===== config.mk =====
export PLATFORM = sky130hd
export DESIGN_NAME = yacht_turn_controller
export DESIGN_NICKNAME = d
export VERILOG_FILES = /design/src/rtl/yacht_turn_controller.sv
export SDC_FILE = /design/constraint.sdc
export NUM_CORES = 1
export LEC_CHECK = 0
export ABC_CLOCK_PERIOD_IN_PS = 4400
export BUFFER_PORTS_ARGS = -buffer_cell sky130_fd_sc_hd__buf_2
export CAP_MARGIN = 20
export CORE_ASPECT_RATIO = 2
export CORE_UTILIZATION = 41
export DETAILED_ROUTE_END_ITERATION = 10
export SETUP_SLACK_MARGIN = 0.15
export SLEW_MARGIN = 5
export SYNTH_ARGS = -nofsm -noshare
export SYNTH_HDL_FRONTEND = slang
export SYNTH_SLANG_ARGS = --single-unit

===== constraint.sdc =====
create_clock -name clk -period 4.4 [get_ports clk]
set_clock_uncertainty 0.05 [all_clocks]
set_input_delay 0.44 -clock clk [delete_from_list [all_inputs] [get_ports clk]]
set_output_delay 0.44 -clock clk [all_outputs]
set_load 0.02 [all_outputs]

===== src/rtl/yacht_turn_controller.sv =====
// yacht_turn_controller: turn/roll sequencer gating dice rolls, score handshake, player and round tracking
module yacht_turn_controller #(
  parameter int ROLL_CYCLES = 8,
  parameter int MAX_ROLLS   = 3,
  parameter int NUM_ROUNDS  = 12,
  parameter int NUM_PLAYERS = 2
) (
  input  logic       clk,
  input  logic       reset,
  input  logic       start_btn,
  input  logic       roll_btn,
  input  logic       score_btn,
  input  logic [4:0] hold_sw,
  input  logic       score_ack,
  output logic       roll_en,
  output logic [4:0] hold_mask,
  output logic       score_req,
  output logic [1:0] roll_count,
  output logic       player,
  output logic [3:0] round_num,
  output logic       dice_valid,
  output logic       game_over
);
  typedef enum logic [2:0] {IDLE, READY, ROLLING, DECIDE, SCORE_WAIT, NEXT_TURN, GAME_OVER} state_t;
  state_t      state;
  logic [15:0] cnt;
  logic        last;
  logic        last_player, end_game, can_roll;
  assign last_player = player == 1'(NUM_PLAYERS - 1);
  assign end_game    = last_player && round_num == 4'(NUM_ROUNDS);
  assign can_roll    = roll_count < 2'(MAX_ROLLS) && hold_sw != 5'b11111;
  // Turn sequencer; every output is a register updated on the transition that defines it
  always_ff @(posedge clk) begin
    if (reset) begin
      state      <= IDLE;
      cnt        <= '0;
      last       <= 1'b0;
      roll_en    <= 1'b0;
      hold_mask  <= '0;
      score_req  <= 1'b0;
      roll_count <= '0;
      player     <= 1'b0;
      round_num  <= 4'd1;
      dice_valid <= 1'b0;
      game_over  <= 1'b0;
    end else begin
      case (state)
        IDLE, GAME_OVER: if (start_btn) begin
          state      <= READY;
          player     <= 1'b0;
          round_num  <= 4'd1;
          roll_count <= '0;
          hold_mask  <= '0;
          dice_valid <= 1'b0;
          game_over  <= 1'b0;
        end
        READY: if (roll_btn) begin
          state     <= ROLLING;
          hold_mask <= '0;
          roll_en   <= 1'b1;
          cnt       <= 16'(ROLL_CYCLES - 1);
        end
        ROLLING: if (cnt == 16'd0) begin
          state      <= DECIDE;
          roll_en    <= 1'b0;
          roll_count <= roll_count + 2'd1;
          dice_valid <= 1'b1;
        end else cnt <= cnt - 16'd1;
        DECIDE: if (score_btn) begin
          state     <= SCORE_WAIT;
          score_req <= 1'b1;
        end else if (roll_btn && can_roll) begin
          state      <= ROLLING;
          hold_mask  <= hold_sw;
          roll_en    <= 1'b1;
          dice_valid <= 1'b0;
          cnt        <= 16'(ROLL_CYCLES - 1);
        end
        SCORE_WAIT: if (score_ack) begin
          state      <= NEXT_TURN;
          score_req  <= 1'b0;
          roll_count <= '0;
          hold_mask  <= '0;
          dice_valid <= 1'b0;
          last       <= end_game;
          player     <= last_player ? 1'b0 : player + 1'b1;
          round_num  <= (last_player && !end_game) ? round_num + 4'd1 : round_num;
        end
        NEXT_TURN: begin
          state     <= last ? GAME_OVER : READY;
          game_over <= last;
        end
        default: state <= IDLE;
      endcase
    end
  end
endmodule


==> Word-level counts from Yosys, hierarchy flattened <==
Cells that the tools add are included.
Widths: inputs -> output; s select.
{ "word_totals": {"elab_cells": 104, "input_bits": 11, "reg_bits": 36, "out_inout_bits": 16} }
{ "classes": {"eq_ne": 18, "mux": 44, "magnitude_cmp": 1, "addsub": 4, "n_reduce_logical": 26} }
{ "op_table": {"columns": ["operator", "count"], "rows": [
  ["$mux 16", 4],
  ["$pmux 16 s3", 1],
  ["$mux 5", 5],
  ["$mux 3", 7],
  ["$pmux 5 s4", 1],
  ["$ne 2x2->1 const B", 9],
  ["$pmux 3 s6", 1],
  ["$logic_not 16->1", 1],
  ["$sub 16x1->16 const B", 1],
  ["$reduce_and 5->1", 3],
  ["$mux 1", 12],
  ["$mux 4", 3],
  ["$reduce_and 6->1", 2],
  ["$eq 3x3->1 const B", 3],
  ["$pmux 4 s2", 1],
  ["$reduce_and 4->1", 2],
  ["$reduce_bool 4->1", 2],
  ["$eq 3x2->1 const B", 2],
  ["$mux 2", 3],
  ["$pmux 1 s2", 3],
  ["$pmux 2 s3", 1],
  ["$reduce_and 3->1", 2],
  ["$reduce_bool 2->1", 3],
  ["$reduce_bool 3->1", 2],
  ["other kinds (15)", 19]
]} }

==> Logic depth before layout (Yosys ltp) <==
{ "logic_depth": {"ltp_word": 7, "depth_mapped": 8, "mapped_depth_nobuf": 7} }

==> Worst setup path after synthesis <==
OpenSTA, ideal clock, no wires.
{ "synth_timing": {"kind": "input-to-reg", "startpoint": "input hold_sw[4]", "endpoint": "register hold_mask[0]", "arrival_time_ps": 1796, "setup_time_ps": 132, "stages": 5, "n_path_buf": 0, "required_ps": 4218, "slack_ps": 2422, "cell_sequence": "and4_1 -> a2111o_1 -> a2111oi_4 -> nand2b_1 -> a21oi_1"} }
{ "synth_via": {"elab_chain_len": 5} }
{ "synth_rtl": {"columns": ["element", "line", "rtl"], "rows": [
  ["start: declaration", "13", "input logic [4:0] hold_sw,"],
  ["$ne 5x5->1", "31", "assign can_roll = roll_count < 2'(MAX_ROLLS) && hold_sw != 5'b11111;"],
  ["$logic_and 1x1->1", "31", null],
  ["$logic_and 1x1->1", "72", "end else if (roll_btn && can_roll) begin"],
  ["$ne 2x2->1 (no source line)", null, null],
  ["$reduce_and 6->1 (no source line)", null, null],
  ["end signal: assignment", "74", "hold_mask <= hold_sw;"],
  ["end: declaration", "16", "output logic [4:0] hold_mask,"]
]} }
Every way passes these cells.
A chain may end at the register's enable or synchronous reset.

==> Worst setup path after layout <==
{ "layout_timing": {"startpoint": "register state[0]", "endpoint": "register cnt[15]"} }
{ "layout_via": {"elab_chain_len": 3, "elab_cells_between_ends": 10, "classes_between": "eq/ne: 7; mux: 1; reduce/logical: 2"} }
{ "layout_rtl": {"columns": ["element", "line", "rtl"], "rows": [
  ["start: declaration", "25", "state_t state;"],
  ["start signal: assignment", "90", "state <= last ? GAME_OVER : READY;"],
  ["$eq 3x2->1 / $eq 3x1->1 (equally long branches)", "47", "case (state)"],
  ["$ne 2x2->1 (no source line) / $reduce_bool 3->1 (equally long branches)", null, null],
  ["$reduce_and 5->1 (no source line)", null, null],
  ["end signal: assignment", "61", "cnt <= 16'(ROLL_CYCLES - 1);"],
  ["end signal: assignment", "68", "end else cnt <= cnt - 16'd1;"],
  ["end signal: assignment", "77", "cnt <= 16'(ROLL_CYCLES - 1);"],
  ["end: declaration", "26", "logic [15:0] cnt;"]
]} }
Parallel ways exist; a longest one is shown, timed or not.

==> flow_summary_export.csv <==
group,metric,value,unit
status,outcome,"finished, final reports clean",
cells_and_area,final_cell_mix,"a21oi_1, dfxtp_1, buf_2, o21ai_0, nand2_1",
route,route.detailed.drc,0,
yosys,syn_area_per_cell,8.08,um^2
pwr,p_per_area,763,mW/mm^2
floorplanning,dieArea,0.00533,mm^2
yosys,netlist.area_leader.share,35.0,%
sta,hold_violations,0,
clock_network,numCtsBuffers,5,
global_routing,grt_pass1_vias,1783,
route,wl_per_cell,15.0,um
cells_and_area,layout_commonest_cell,"a21oi_1",
yosys,synth.net_count,272,
flow_run,drv_cap,0,
route,drt_wl_total,5070,um
worst_setup_path,rr_worst_depth,5,
pwr,clkPwrFrac,14.0,%
pwr,p_switching,0.831,mW
global_routing,grt_start_max_net_pins,25,
sta,slew_headroom,41.8,%
worst_setup_path,critPathMaxFanout,24,
sta,fmax,409,MHz
route,drt_iter0_markers,32,
sta,finalSetupViolations,0,
yosys,ys_seq_area_share,35.0,%
yosys,ys.flop_type,"dfxtp_1",
cells_and_area,fin_nets,296,
floorplanning,core-area,0.00486,mm^2
clock_network,ctsRootBufferMaster,"clkbuf_8",
sta,period_minus_slack,2.45,ns
placed_design,io_buffers,26,
yosys,synth_edf_count,0,
pwr,intPower,0.939,mW
cells_and_area,finalNonFillerCells,337,
pwr,pwr-share-comb,55.9,%
yosys,synth-seq-cells,36,
yosys,synth_cell_types,48,
floorplanning,initial_core_util,42.4,%
clock_network,clock_latency,0.29,ns
yosys,synth_area_leader_cell,"dfxtp_1",
yosys,ys_warn_count,0,
clock_network,clk_pin_slew,0.07,ns
floorplanning,die_h,102,um
sta,worst_slack,1.95,ns
yosys,ys_async_sr_fraction,0,%
placed_design,dp_hpwl,3860,um
route,drt_pass1_iterations,5,
cells_and_area,fillers,520,
route,detail-route-antenna-nets,0,
worst_setup_path,crit_arrival,2.62,ns
sta,holdWs,0.360,ns
worst_hold_path,hold_class,"in -> reg",
floorplanning,die_width,52.1,um
worst_setup_path,required,4.57,ns
pwr,power_switching_share,47.0,%
worst_setup_path,endpoint_kind,"flip-flop",
placed_design,globalplace.congestion,0.883,
sta,slew_violations,0,
worst_hold_path,whs_path_depth,3,
placed_design,preCtsSetupSlack,1.95,ns
global_routing,grt_pass1_wl,8270,um
pwr,peakVddDrop,407,uV
route,num_vias,1921,
yosys,syn-cell-area,0.00206,mm^2
clock_network,cts_resized,0,
global_routing,antenna_found_initial,0,
clock_network,post_cts_buffers,0,
sta,rsz0062_at_grt,"no",
yosys,synth_cells,255,
cells_and_area,fin_util,47.7,%
clock_network,clkSinkCount,36,
worst_setup_path,critPathLaunchType,"flip-flop",
floorplanning,io_pins,27,
pwr,p_seq_share,30.1,%
global_routing,gr-total-overflow,0,
route,vias_per_cell,5.70,
sta,tightest_slew,0.872,ns
clock_network,clockBufferDepth,2,
clock_network,cts_tree,"yes",
sta,fin_crit_sh,55.6,%
worst_setup_path,crit_type,"reg -> reg",
global_routing,grt.total_usage,21.1,%
pwr,power,1.77,mW
sta,tns,0,ns
placed_design,place_area,0.00223,mm^2
cells_and_area,design_area,0.00232,mm^2
cells_and_area,syn_to_final_growth,12.6,%
clock_network,hold_buffers,0,
cells_and_area,layout-drive-gt1-share,16.4,%
cells_and_area,diodes,0,
placed_design,dp.cells,329,
yosys,yosys-top-cells-area,"dfxtp_1, a21oi_1, o21ai_0",
floorplanning,rows,36,
clock_network,htreeDepth,2,
pwr,leakagePower,0.916,nW
-- flip-flops by register name, indices dropped and copies added, names as in the netlist, 2 cells and up --
register	count
hold_mask	5
roll_count	2
state	3
cnt	16
round_num	4
-- power groups by stage --
stage / registers, mW / clock network [mW] / logic [mW]
after CTS: 0.532 / 0.254 / 0.997
after detailed placement: 0.540 / 0 / 0.991
after global routing: 0.548 / 0.272 / 1.10
after global placement: 0.536 / 0 / 0.983
final: 0.532 / 0.248 / 0.990
after floorplan: 0.498 / 0 / 0.819
-- synth_stat cells, drive strengths merged, types with 3 or more instances --
| cell type | number |
|---|---|
| or4 | 4 |
| a21oi | 40 |
| nor2b | 3 |
| nand2b | 14 |
| nor2 | 14 |
| ha | 6 |
| nand4 | 5 |
| nor3 | 5 |
| buf | 4 |
| o31ai | 3 |
| or3 | 10 |
| nor4 | 4 |
| nand2 | 19 |
| dfxtp | 36 |
| a21o | 3 |
| nand3 | 13 |
| o21ai | 21 |
| nor3b | 3 |
| inv | 11 |
| clkbuf | 6 |
| and3 | 3 |
-- critical path, cell delays in order, from the launching register on --
cell and delay [ns]:
dfxtp_1 0.67, inv_1 0.23, nand3_1 0.27, o221ai_2 0.39, or4_1 0.61, a21oi_1 0.15
-- final cells by class --
type | instances | area [um^2] | share of cell area (%)
Tap cell | 57 | 71.3 | 3.07
Clock buffer | 6 | 82.6 | 3.56
Timing Repair Buffer | 27 | 138 | 5.93
Inverter | 11 | 41.3 | 1.78
Sequential cell | 36 | 721 | 31.1
Multi-Input combinational cell | 198 | 1260 | 54.2
Clock inverter | 2 | 10.0 | 0.432
-- worst paths after layout --
check,from,to,slack [ns]
worst max register to register,state[0],cnt[15],1.95
worst min-delay path,hold_sw[0],hold_mask[0],0.36
worst max-delay path,state[0],cnt[15],1.95
worst min register to register,score_req,score_req,0.42
-- per-layer routing --
metal	part of all wire, %	wire (um)	track usage, %
met5	0	0	0
met4	2.5	127	9.92
met3	2.4	121	3.72
met2	59	3010	41.2
met1	36	1820	20.1
-- logic make-up (layout without fill, tap and decap cells) --
logic type      count (synthesis)  count (layout)  synth area share [%]
mux                             2               2                 0.972
compound gates                 82              82                  24.8
flops                          36              36                  35.0
simple gates                  107             107                  31.1
xor+xnor                        1               1                 0.425
buf+inv                        21              46                  4.07
fa+ha+maj                       6               6                  3.64
Power figures use the tool's default switching activity.
